File: src/rtl/mem_bus_arbiter_if.sv
// mem_bus_arbiter_if: groups the fetch port, the MEM-stage data port and the
// single-outstanding memory bus into one bundle.
// The master modport is the arbiter's view; the slave modport is the view of
// everything around it (pipeline ports and bus slave).
interface mem_bus_arbiter_if #(
  parameter int ADDR_W = 32,
  parameter int DATA_W = 32
);
  // Instruction-fetch port
  logic                inst_req;
  logic [ADDR_W-1:0]   inst_addr;
  logic [DATA_W-1:0]   inst_rdata;
  logic                inst_valid;
  logic                inst_stall;

  // MEM-stage data port
  logic                data_req;
  logic                data_wr;
  logic [DATA_W/8-1:0] data_wstrb;
  logic [ADDR_W-1:0]   data_addr;
  logic [DATA_W-1:0]   data_wdata;
  logic [DATA_W-1:0]   data_rdata;
  logic                data_valid;
  logic                data_stall;

  // Memory bus
  logic                bus_req;
  logic                bus_wr;
  logic [DATA_W/8-1:0] bus_wstrb;
  logic [ADDR_W-1:0]   bus_addr;
  logic [DATA_W-1:0]   bus_wdata;
  logic                bus_addr_ok;
  logic                bus_data_ok;
  logic [DATA_W-1:0]   bus_rdata;

  modport master (
    input  inst_req, inst_addr,
    output inst_rdata, inst_valid, inst_stall,
    input  data_req, data_wr, data_wstrb, data_addr, data_wdata,
    output data_rdata, data_valid, data_stall,
    output bus_req, bus_wr, bus_wstrb, bus_addr, bus_wdata,
    input  bus_addr_ok, bus_data_ok, bus_rdata
  );

  modport slave (
    output inst_req, inst_addr,
    input  inst_rdata, inst_valid, inst_stall,
    output data_req, data_wr, data_wstrb, data_addr, data_wdata,
    input  data_rdata, data_valid, data_stall,
    input  bus_req, bus_wr, bus_wstrb, bus_addr, bus_wdata,
    output bus_addr_ok, bus_data_ok, bus_rdata
  );
endinterface

File: src/rtl/mem_bus_arbiter.sv
// mem_bus_arbiter: shares one single-outstanding memory bus between the
// instruction-fetch port and the MEM-stage data port. Each transaction runs an
// address handshake, then a data handshake, then a one-cycle RESP pulse.
// A pipeline exception aborts a transaction still in its address phase and
// discards the result of one already in its data phase.
// Optional feature: define ARB_WBUF_EN to add a one-entry posted write buffer.
module mem_bus_arbiter #(
  parameter int ADDR_W = 32,
  parameter int DATA_W = 32
) (
  input  logic                clk,
  input  logic                rst,
  input  logic                exception,
  mem_bus_arbiter_if.master   bus_if
);

  localparam int STRB_W = DATA_W / 8;

  typedef enum logic [2:0] {
    IDLE, I_ADDR, I_DATA, D_ADDR, D_DATA, RESP
`ifdef ARB_WBUF_EN
    , W_ADDR, W_DATA
`endif
  } state_t;

  state_t              state_q, state_d;
  logic                discard_q, discard_d;
  logic                bus_req_q, bus_req_d;
  logic                bus_wr_q, bus_wr_d;
  logic [STRB_W-1:0]   bus_wstrb_q, bus_wstrb_d;
  logic [ADDR_W-1:0]   bus_addr_q, bus_addr_d;
  logic [DATA_W-1:0]   bus_wdata_q, bus_wdata_d;
  logic [DATA_W-1:0]   inst_rdata_q, inst_rdata_d;
  logic [DATA_W-1:0]   data_rdata_q, data_rdata_d;
  logic                inst_valid_q, inst_valid_d;
  logic                data_valid_q, data_valid_d;
`ifdef ARB_WBUF_EN
  logic                wbuf_full_q, wbuf_full_d;
  logic [ADDR_W-1:0]   wbuf_addr_q, wbuf_addr_d;
  logic [DATA_W-1:0]   wbuf_wdata_q, wbuf_wdata_d;
  logic [STRB_W-1:0]   wbuf_wstrb_q, wbuf_wstrb_d;
`endif

  // Next-state, bus register and response register logic for the arbiter FSM
  always_comb begin
    state_d      = state_q;
    discard_d    = discard_q;
    bus_req_d    = bus_req_q;
    bus_wr_d     = bus_wr_q;
    bus_wstrb_d  = bus_wstrb_q;
    bus_addr_d   = bus_addr_q;
    bus_wdata_d  = bus_wdata_q;
    inst_rdata_d = inst_rdata_q;
    data_rdata_d = data_rdata_q;
    inst_valid_d = 1'b0;
    data_valid_d = 1'b0;
`ifdef ARB_WBUF_EN
    wbuf_full_d  = wbuf_full_q;
    wbuf_addr_d  = wbuf_addr_q;
    wbuf_wdata_d = wbuf_wdata_q;
    wbuf_wstrb_d = wbuf_wstrb_q;
`endif
    case (state_q)
      IDLE: begin
`ifdef ARB_WBUF_EN
        if (wbuf_full_q) begin
          state_d     = W_ADDR;
          bus_req_d   = 1'b1;
          bus_wr_d    = 1'b1;
          bus_addr_d  = wbuf_addr_q;
          bus_wdata_d = wbuf_wdata_q;
          bus_wstrb_d = wbuf_wstrb_q;
        end else if (bus_if.data_req && bus_if.data_wr) begin
          wbuf_full_d  = 1'b1;
          wbuf_addr_d  = bus_if.data_addr;
          wbuf_wdata_d = bus_if.data_wdata;
          wbuf_wstrb_d = bus_if.data_wstrb;
          state_d      = RESP;
          data_valid_d = 1'b1;
        end else
`endif
        if (bus_if.data_req) begin
          state_d     = D_ADDR;
          bus_req_d   = 1'b1;
          bus_wr_d    = bus_if.data_wr;
          bus_addr_d  = bus_if.data_addr;
          bus_wdata_d = bus_if.data_wdata;
          bus_wstrb_d = bus_if.data_wstrb;
        end else if (bus_if.inst_req) begin
          state_d     = I_ADDR;
          bus_req_d   = 1'b1;
          bus_wr_d    = 1'b0;
          bus_addr_d  = bus_if.inst_addr;
          bus_wdata_d = '0;
          bus_wstrb_d = '0;
        end
      end
      I_ADDR, D_ADDR: begin
        if (bus_req_q && bus_if.bus_addr_ok) begin
          state_d   = (state_q == D_ADDR) ? D_DATA : I_DATA;
          bus_req_d = 1'b0;
          if (exception) discard_d = 1'b1;
        end else if (exception) begin
          state_d   = IDLE;
          bus_req_d = 1'b0;
        end
      end
      I_DATA, D_DATA: begin
        if (bus_if.bus_data_ok) begin
          if (discard_q || exception) begin
            state_d   = IDLE;
            discard_d = 1'b0;
          end else begin
            state_d = RESP;
            if (state_q == D_DATA) begin
              data_rdata_d = bus_if.bus_rdata;
              data_valid_d = 1'b1;
            end else begin
              inst_rdata_d = bus_if.bus_rdata;
              inst_valid_d = 1'b1;
            end
          end
        end else if (exception) begin
          discard_d = 1'b1;
        end
      end
      RESP: begin
        state_d = IDLE;
      end
`ifdef ARB_WBUF_EN
      W_ADDR: begin
        if (bus_req_q && bus_if.bus_addr_ok) begin
          state_d   = W_DATA;
          bus_req_d = 1'b0;
        end
      end
      W_DATA: begin
        if (bus_if.bus_data_ok) begin
          state_d     = IDLE;
          wbuf_full_d = 1'b0;
        end
      end
`endif
      default: begin
        state_d = IDLE;
      end
    endcase
  end

  // State and registered-output flops with synchronous reset
  always_ff @(posedge clk) begin
    if (rst) begin
      state_q      <= IDLE;
      discard_q    <= 1'b0;
      bus_req_q    <= 1'b0;
      bus_wr_q     <= 1'b0;
      bus_wstrb_q  <= '0;
      bus_addr_q   <= '0;
      bus_wdata_q  <= '0;
      inst_rdata_q <= '0;
      data_rdata_q <= '0;
      inst_valid_q <= 1'b0;
      data_valid_q <= 1'b0;
`ifdef ARB_WBUF_EN
      wbuf_full_q  <= 1'b0;
      wbuf_addr_q  <= '0;
      wbuf_wdata_q <= '0;
      wbuf_wstrb_q <= '0;
`endif
    end else begin
      state_q      <= state_d;
      discard_q    <= discard_d;
      bus_req_q    <= bus_req_d;
      bus_wr_q     <= bus_wr_d;
      bus_wstrb_q  <= bus_wstrb_d;
      bus_addr_q   <= bus_addr_d;
      bus_wdata_q  <= bus_wdata_d;
      inst_rdata_q <= inst_rdata_d;
      data_rdata_q <= data_rdata_d;
      inst_valid_q <= inst_valid_d;
      data_valid_q <= data_valid_d;
`ifdef ARB_WBUF_EN
      wbuf_full_q  <= wbuf_full_d;
      wbuf_addr_q  <= wbuf_addr_d;
      wbuf_wdata_q <= wbuf_wdata_d;
      wbuf_wstrb_q <= wbuf_wstrb_d;
`endif
    end
  end

  assign bus_if.bus_req    = bus_req_q;
  assign bus_if.bus_wr     = bus_wr_q;
  assign bus_if.bus_wstrb  = bus_wstrb_q;
  assign bus_if.bus_addr   = bus_addr_q;
  assign bus_if.bus_wdata  = bus_wdata_q;
  assign bus_if.inst_rdata = inst_rdata_q;
  assign bus_if.data_rdata = data_rdata_q;
  assign bus_if.inst_valid = inst_valid_q;
  assign bus_if.data_valid = data_valid_q;

  // Stalls hold each pipeline stage until its own completion pulse
  assign bus_if.inst_stall = bus_if.inst_req & ~inst_valid_q;
  assign bus_if.data_stall = bus_if.data_req & ~data_valid_q;

endmodule

File: src/flat_wrapper.sv
// flat-port wrapper written by rule: the top's interface ports become plain ports
module mem_bus_arbiter_flat 
#(
  parameter int ADDR_W = 32,
  parameter int DATA_W = 32
)
  (clk, rst, exception, bus_if_inst_req, bus_if_inst_addr, bus_if_inst_rdata, bus_if_inst_valid, bus_if_inst_stall, bus_if_data_req, bus_if_data_wr, bus_if_data_wstrb, bus_if_data_addr, bus_if_data_wdata, bus_if_data_rdata, bus_if_data_valid, bus_if_data_stall, bus_if_bus_req, bus_if_bus_wr, bus_if_bus_wstrb, bus_if_bus_addr, bus_if_bus_wdata, bus_if_bus_addr_ok, bus_if_bus_data_ok, bus_if_bus_rdata);
  mem_bus_arbiter_if #(.ADDR_W(ADDR_W), .DATA_W(DATA_W)) bus_if_i ();
  input  logic clk;
  input  logic rst;
  input  logic exception;
  input wire logic [$bits(bus_if_i.inst_req)-1:0] bus_if_inst_req;
  input wire logic [$bits(bus_if_i.inst_addr)-1:0] bus_if_inst_addr;
  output wire logic [$bits(bus_if_i.inst_rdata)-1:0] bus_if_inst_rdata;
  output wire logic [$bits(bus_if_i.inst_valid)-1:0] bus_if_inst_valid;
  output wire logic [$bits(bus_if_i.inst_stall)-1:0] bus_if_inst_stall;
  input wire logic [$bits(bus_if_i.data_req)-1:0] bus_if_data_req;
  input wire logic [$bits(bus_if_i.data_wr)-1:0] bus_if_data_wr;
  input wire logic [$bits(bus_if_i.data_wstrb)-1:0] bus_if_data_wstrb;
  input wire logic [$bits(bus_if_i.data_addr)-1:0] bus_if_data_addr;
  input wire logic [$bits(bus_if_i.data_wdata)-1:0] bus_if_data_wdata;
  output wire logic [$bits(bus_if_i.data_rdata)-1:0] bus_if_data_rdata;
  output wire logic [$bits(bus_if_i.data_valid)-1:0] bus_if_data_valid;
  output wire logic [$bits(bus_if_i.data_stall)-1:0] bus_if_data_stall;
  output wire logic [$bits(bus_if_i.bus_req)-1:0] bus_if_bus_req;
  output wire logic [$bits(bus_if_i.bus_wr)-1:0] bus_if_bus_wr;
  output wire logic [$bits(bus_if_i.bus_wstrb)-1:0] bus_if_bus_wstrb;
  output wire logic [$bits(bus_if_i.bus_addr)-1:0] bus_if_bus_addr;
  output wire logic [$bits(bus_if_i.bus_wdata)-1:0] bus_if_bus_wdata;
  input wire logic [$bits(bus_if_i.bus_addr_ok)-1:0] bus_if_bus_addr_ok;
  input wire logic [$bits(bus_if_i.bus_data_ok)-1:0] bus_if_bus_data_ok;
  input wire logic [$bits(bus_if_i.bus_rdata)-1:0] bus_if_bus_rdata;
  assign bus_if_i.inst_req = bus_if_inst_req;
  assign bus_if_i.inst_addr = bus_if_inst_addr;
  assign bus_if_inst_rdata = bus_if_i.inst_rdata;
  assign bus_if_inst_valid = bus_if_i.inst_valid;
  assign bus_if_inst_stall = bus_if_i.inst_stall;
  assign bus_if_i.data_req = bus_if_data_req;
  assign bus_if_i.data_wr = bus_if_data_wr;
  assign bus_if_i.data_wstrb = bus_if_data_wstrb;
  assign bus_if_i.data_addr = bus_if_data_addr;
  assign bus_if_i.data_wdata = bus_if_data_wdata;
  assign bus_if_data_rdata = bus_if_i.data_rdata;
  assign bus_if_data_valid = bus_if_i.data_valid;
  assign bus_if_data_stall = bus_if_i.data_stall;
  assign bus_if_bus_req = bus_if_i.bus_req;
  assign bus_if_bus_wr = bus_if_i.bus_wr;
  assign bus_if_bus_wstrb = bus_if_i.bus_wstrb;
  assign bus_if_bus_addr = bus_if_i.bus_addr;
  assign bus_if_bus_wdata = bus_if_i.bus_wdata;
  assign bus_if_i.bus_addr_ok = bus_if_bus_addr_ok;
  assign bus_if_i.bus_data_ok = bus_if_bus_data_ok;
  assign bus_if_i.bus_rdata = bus_if_bus_rdata;
  mem_bus_arbiter #(.ADDR_W(ADDR_W), .DATA_W(DATA_W)) u_core (.clk(clk), .rst(rst), .exception(exception), .bus_if(bus_if_i));
endmodule
File: config.mk
export PLATFORM = sky130hd
export DESIGN_NAME = mem_bus_arbiter_flat
export DESIGN_NICKNAME = d
export VERILOG_FILES = /design/src/rtl/mem_bus_arbiter_if.sv /design/src/rtl/mem_bus_arbiter.sv /design/src/flat_wrapper.sv
export SDC_FILE = /design/constraint.sdc
export NUM_CORES = 1
export LEC_CHECK = 0
export ABC_CLOCK_PERIOD_IN_PS = 4070
export BUFFER_PORTS_ARGS = -buffer_cell sky130_fd_sc_hd__buf_4
export CAP_MARGIN = 15
export CORE_MARGIN = 3
export CORE_UTILIZATION = 45
export CTS_BUF_LIST = sky130_fd_sc_hd__clkbuf_8
export CTS_CLUSTER_DIAMETER = 40
export DETAILED_ROUTE_END_ITERATION = 16
export HOLD_SLACK_MARGIN = 0.02
export PLACE_DENSITY = 0.8
export SYNTH_ARGS = -nofsm -noshare
export SYNTH_HDL_FRONTEND = slang
export SYNTH_SLANG_ARGS = --single-unit
export TNS_END_PERCENT = 1
File: constraint.sdc
create_clock -name clk -period 4.07 [get_ports clk]
set_input_delay 1.221 -clock clk [delete_from_list [all_inputs] [get_ports clk]]
set_output_delay 1.221 -clock clk [all_outputs]
set_load 0.05 [all_outputs]
---- After elaboration in Yosys (flattened, before gate mapping) ----
Cells that the tools add are included.
operators by class
  add/sub/neg operators ................... 0
  multipliers ............................. 0
  divide/modulo/power cells ............... 0
  magnitude comparators ................... 0
  eq/ne operators ......................... 9
  shift-type cells ........................ 0
  multiplexer cells ....................... 28
  bitwise operators ....................... 8
  reduce and logical (&&, ||, !) cells .... 15
operators with widths
  kind                                                              number
  32-bit two-way mux                                                4
  3-bit two-way mux                                                 7
  1-bit two-way mux                                                 12
  3-bit one-hot mux with 3 select lines                             1
  3-bit AND reduction                                               3
  4-bit two-way mux                                                 2
  4-bit AND reduction                                               2
  3-bit by 2-bit == test with 1-bit output (second input constant)  2
  3-bit by 2-bit != test with 1-bit output (second input constant)  2
  1-bit NOT                                                         6
  2-bit nonzero test                                                3
  1-bit one-hot mux with 2 select lines                             2
  2-bit OR reduction                                                2
  4-bit OR reduction                                                1
  3-bit by 1-bit == test with 1-bit output (second input constant)  1
  3-bit == test (second input constant)                             1
  3-bit zero test                                                   1
  3-bit != test (second input constant)                             1
  1-bit AND                                                         2
  2-bit by 1-bit != test with 1-bit output (second input constant)  1
  2-bit != test (second input constant)                             1
  2-bit AND reduction                                               1
  1-bit logical AND                                                 1
  1-bit logical OR                                                  1
storage, ports and cells
  bits in registers ....................... 140
  latch bits .............................. 0
  bits in writable memories ............... 0
  ROM bits ................................ 0
  output and inout bits ................... 138
  word-level logic and storage cells ...... 71
  memories kept ........................... 0

---- Depth between registers and ports, before layout ----
  word-level depth ........................ 4
  depth in mapped cells ................... 7
  depth with buffers taken out ............ 4

---- Least setup slack after synthesis ----
No wires, ideal clock.
  kind .................................... input to output
  start ................................... input port bus_if_data_req
  end ..................................... output port bus_if_data_stall
  data arrival time ....................... 2.151 ns
  path slack .............................. 0.698 ns
  stages on the path ...................... 3
  path buffers ............................ 1
  cells stage by stage .................... buf_2 inv_1 nor2_1
between the ends
  word-level cells in the longest chain between the ends .. 1
RTL lines
  element          RTL line                RTL
  start, declared  flat_wrapper.sv:17      input wire logic [$bits(bus_if_i.data_req)-1:0] bus_if_data_req;
  1-bit AND        mem_bus_arbiter.sv:203  assign bus_if.data_stall = bus_if.data_req & ~data_valid_q;
  end, declared    flat_wrapper.sv:24      output wire logic [$bits(bus_if_i.data_stall)-1:0] bus_if_data_stall;
No other way between the ends.

---- Final worst setup path ----
Ends and elaborated chain as after synthesis.

==> results_dict.tcl <==
set metrics [dict create \
    antenna_found_initial 0 \
    setup-tns-final_ns 0 \
    ys_seq_area_frac 0.529 \
    grt_pass1_wl_um 23800 \
    ctsHoldBuffers 0 \
    synthSimpleGateAreaFrac 0.175 \
    status "finished, final reports clean" \
    clock-sinks 140 \
    startpoint_type "input pin" \
    synthCells 596 \
    first_pass_iters 5 \
    maxSlewHeadroom 0.340 \
    ys_warn_count 0 \
    worstPathArrival_ns 1.71 \
    synthMuxAreaShare 0.0605 \
    fin_nets 992 \
    finalHoldViolCount 0 \
    grt_pass1_vias 4911 \
    start_util 0.474 \
    fmax_ghz 0.341 \
    finalPower_mw 3.77 \
    drtAntennaViolNets 0 \
    drt-initial-drc-count 362 \
    drv_slew 0 \
    required_ns 2.85 \
    gp_congestion 0.775 \
    insertion_delay_ns 0.44 \
    irDropWorstVdd_mv 0.355 \
    coreArea_um2 11200 \
    met2_usage 0.407 \
    layout-drive-gt1-share 0.377 \
    numCtsBuffers 17 \
    htreeDepth 4 \
    rows 38 \
    use_met3 0.0729 \
    ys_types 37 \
    leakagePower_nw 3.47 \
    dpl-instance-area_um2 7350 \
    drt-total-wl_um 15800 \
    dieHeight_um 115 \
    cts_setup_buffers 0 \
    post-dp-hpwl_um 11700 \
    final_area_um2 7770 \
    fin_crit_sh 0.720 \
    rsz0062_at_grt "false" \
    syn_to_final_growth_pct 46.7 \
    power_density_nw_per_um2 484 \
    min_path_type "flop to flop" \
    use_met1 0.249 \
    syn_area_um2 5300 \
    wl_per_cell_um 15.7 \
    route.detailed.drc 0 \
    cts.reportedPaths.clkPinSlew_ns 0.07 \
    cap_violations 0 \
    post_cts_resized 0 \
    worst_setup_path_end_kind "output port" \
    grt_start_max_net_pins 97 \
    track_usage 0.229 \
    top_usage_layer "met2" \
    synth_xor_area_frac 0.00165 \
    synth_fa_ha_area_frac 0 \
    dieArea_um2 13100 \
    synth_compound_area_frac 0.178 \
    ys_ff_latch 140 \
    finalClockSkew_ns 0.00931 \
    cts_tree "done" \
    via_per_inst 5.15 \
    io_pins 278 \
    tightest_slew_ns 0.991 \
    die_w_um 115 \
    root_buffer "clkbuf_8" \
    avgSynthCellArea_um2 8.89 \
    period_needed_ns 2.93 \
    synth_top_family_by_area "compound AO/OA/AOI/OAI gates" \
    fill_cells 888 \
    critical_path_class "input pin to output port" \
    grt_overflow 0 \
    vias 5173 \
    path_max_fanout 3 \
    port-buffer-count 277 \
    synth_nets 736 \
    diodes 0 \
    finalSetupViolations 0 \
    clockBufferDepth 2 \
]
-- layout by cell type, fill, tap and decap left out, drive strengths merged --
cell type	netlist	final
nor3	6	6
nand3	4	4
a211oi	32	32
o22ai	1	1
xnor2	1	1
a22oi	37	37
nor4b	1	1
o21ai	4	4
nor3b	1	1
or4	1	1
nor4	1	1
a311oi	1	1
or2	1	1
a211o	2	2
nor2b	1	1
a21oi	66	66
o21bai	1	1
and3	1	1
inv	3	3
bufinv	0	3
clkbuf	20	20
nand2b	2	2
clkinv	0	7
buf	29	286
nand3b	1	1
or3	1	1
mux2i	32	32
o21a	1	1
dfxtp	140	140
o211a	1	1
nor2	74	74
clkinvlp	0	2
a31oi	2	2
nand2	128	128
-- state kept, by name (all words and copies together) (netlist names) --
signal	count
u_core.bus_if.inst_rdata	32
u_core.bus_if.bus_addr	32
u_core.bus_if.data_rdata	32
u_core.bus_if.bus_wdata	32
u_core.bus_if.inst_valid	1
u_core.state_q	3
u_core.bus_if.data_valid	1
u_core.discard_q	1
u_core.bus_if.bus_wstrb	4
u_core.bus_if.bus_req	1
u_core.bus_if.bus_wr	1
-- path summary, 6_finish.rpt --
check	from	end	slack, ns	cells after the start
worst min register to register	u_core.bus_if.data_rdata[31]	u_core.bus_if.data_rdata[31]	0.46	2
worst max-delay path	bus_if_data_req	bus_if_data_stall	1.14	4
worst max register to register	u_core.state_q[1]	u_core.bus_if.bus_addr[5]	2.09	5
worst min-delay path	u_core.bus_if.data_rdata[31]	u_core.bus_if.data_rdata[31]	0.46	2
-- Yosys cell counts --
master | instances | area share
nor3b_4 | 1 | 0.0035
nor2_1 | 74 | 0.052
buf_4 | 5 | 0.0071
a211o_1 | 2 | 0.0033
o21a_1 | 1 | 0.0014
a211oi_1 | 31 | 0.044
o21bai_1 | 1 | 0.0014
o21ai_0 | 3 | 0.0028
a21oi_1 | 66 | 0.062
nor3_4 | 1 | 0.0031
inv_1 | 3 | 0.0021
nor3_2 | 1 | 0.0019
a311oi_1 | 1 | 0.0017
nand2_1 | 128 | 0.091
buf_2 | 16 | 0.015
o21ai_1 | 1 | 0.00094
xnor2_1 | 1 | 0.0017
or4_1 | 1 | 0.0014
a31oi_1 | 2 | 0.0024
nor2b_1 | 1 | 0.0012
a22oi_1 | 37 | 0.052
or3_1 | 1 | 0.0012
nand3_1 | 4 | 0.0038
clkbuf_1 | 20 | 0.014
o22ai_1 | 1 | 0.0012
nand3b_1 | 1 | 0.0014
buf_6 | 8 | 0.017
nor4_1 | 1 | 0.0012
nand2b_1 | 2 | 0.0024
a211oi_2 | 1 | 0.0024
mux2i_1 | 32 | 0.060
nor4b_4 | 1 | 0.0045
dfxtp_1 | 140 | 0.53
and3_1 | 1 | 0.0012
nor3_1 | 4 | 0.0038
or2_4 | 1 | 0.0017
o211a_1 | 1 | 0.0019
-- metrics by stage --
stage	instances	hold WS [ns]	utilization	setup WS, ns
finish	1005	0.460	0.696	1.14
global placement	973	0.442	0.658	1.13
detailed placement	973	0.450	0.658	1.02
global route	1005	0.481	0.696	1.11
CTS	1005	0.461	0.696	1.13
floorplan	596	0.566	-	0.698
-- worst max-delay path, stage by stage --
cell and delay (ns):
buf_4 0.11, inv_1 0.12, nor2_1 0.07, buf_4 0.19
-- cell type report --
type                    instances  area (µm²)  area share
clock inverters                12         144      0.0185
repair buffers                286        2160       0.278
multi-input cells             404        2210       0.284
well taps                     140         175      0.0225
inverters                       3        11.3     0.00145
flip-flops and latches        140        2800       0.361
clock buffers                  20         275      0.0354
-- logic make-up (layout without fill, tap and decap cells) --
| logic type | after synthesis | count (layout) |
|---|---|---|
| buf+inv | 52 | 321 |
| xor+xnor | 1 | 1 |
| flops | 140 | 140 |
| simple gates | 223 | 223 |
| mux | 32 | 32 |
| compound gates | 148 | 148 |
-- power breakdown --
part | switching [mW] | internal, mW
Sequential | 0.0804 | 1.48
Combinational | 0.684 | 0.360
Clock | 0.509 | 0.649
Total | 1.27 | 2.49
-- routing by layer --
layer  part of all wire  wire, µm
met1               0.37      5840
met4              0.024       374
met3              0.087      1370
met5                  0         0
met2               0.52      8200
Power figures use the tool's default switching activity.
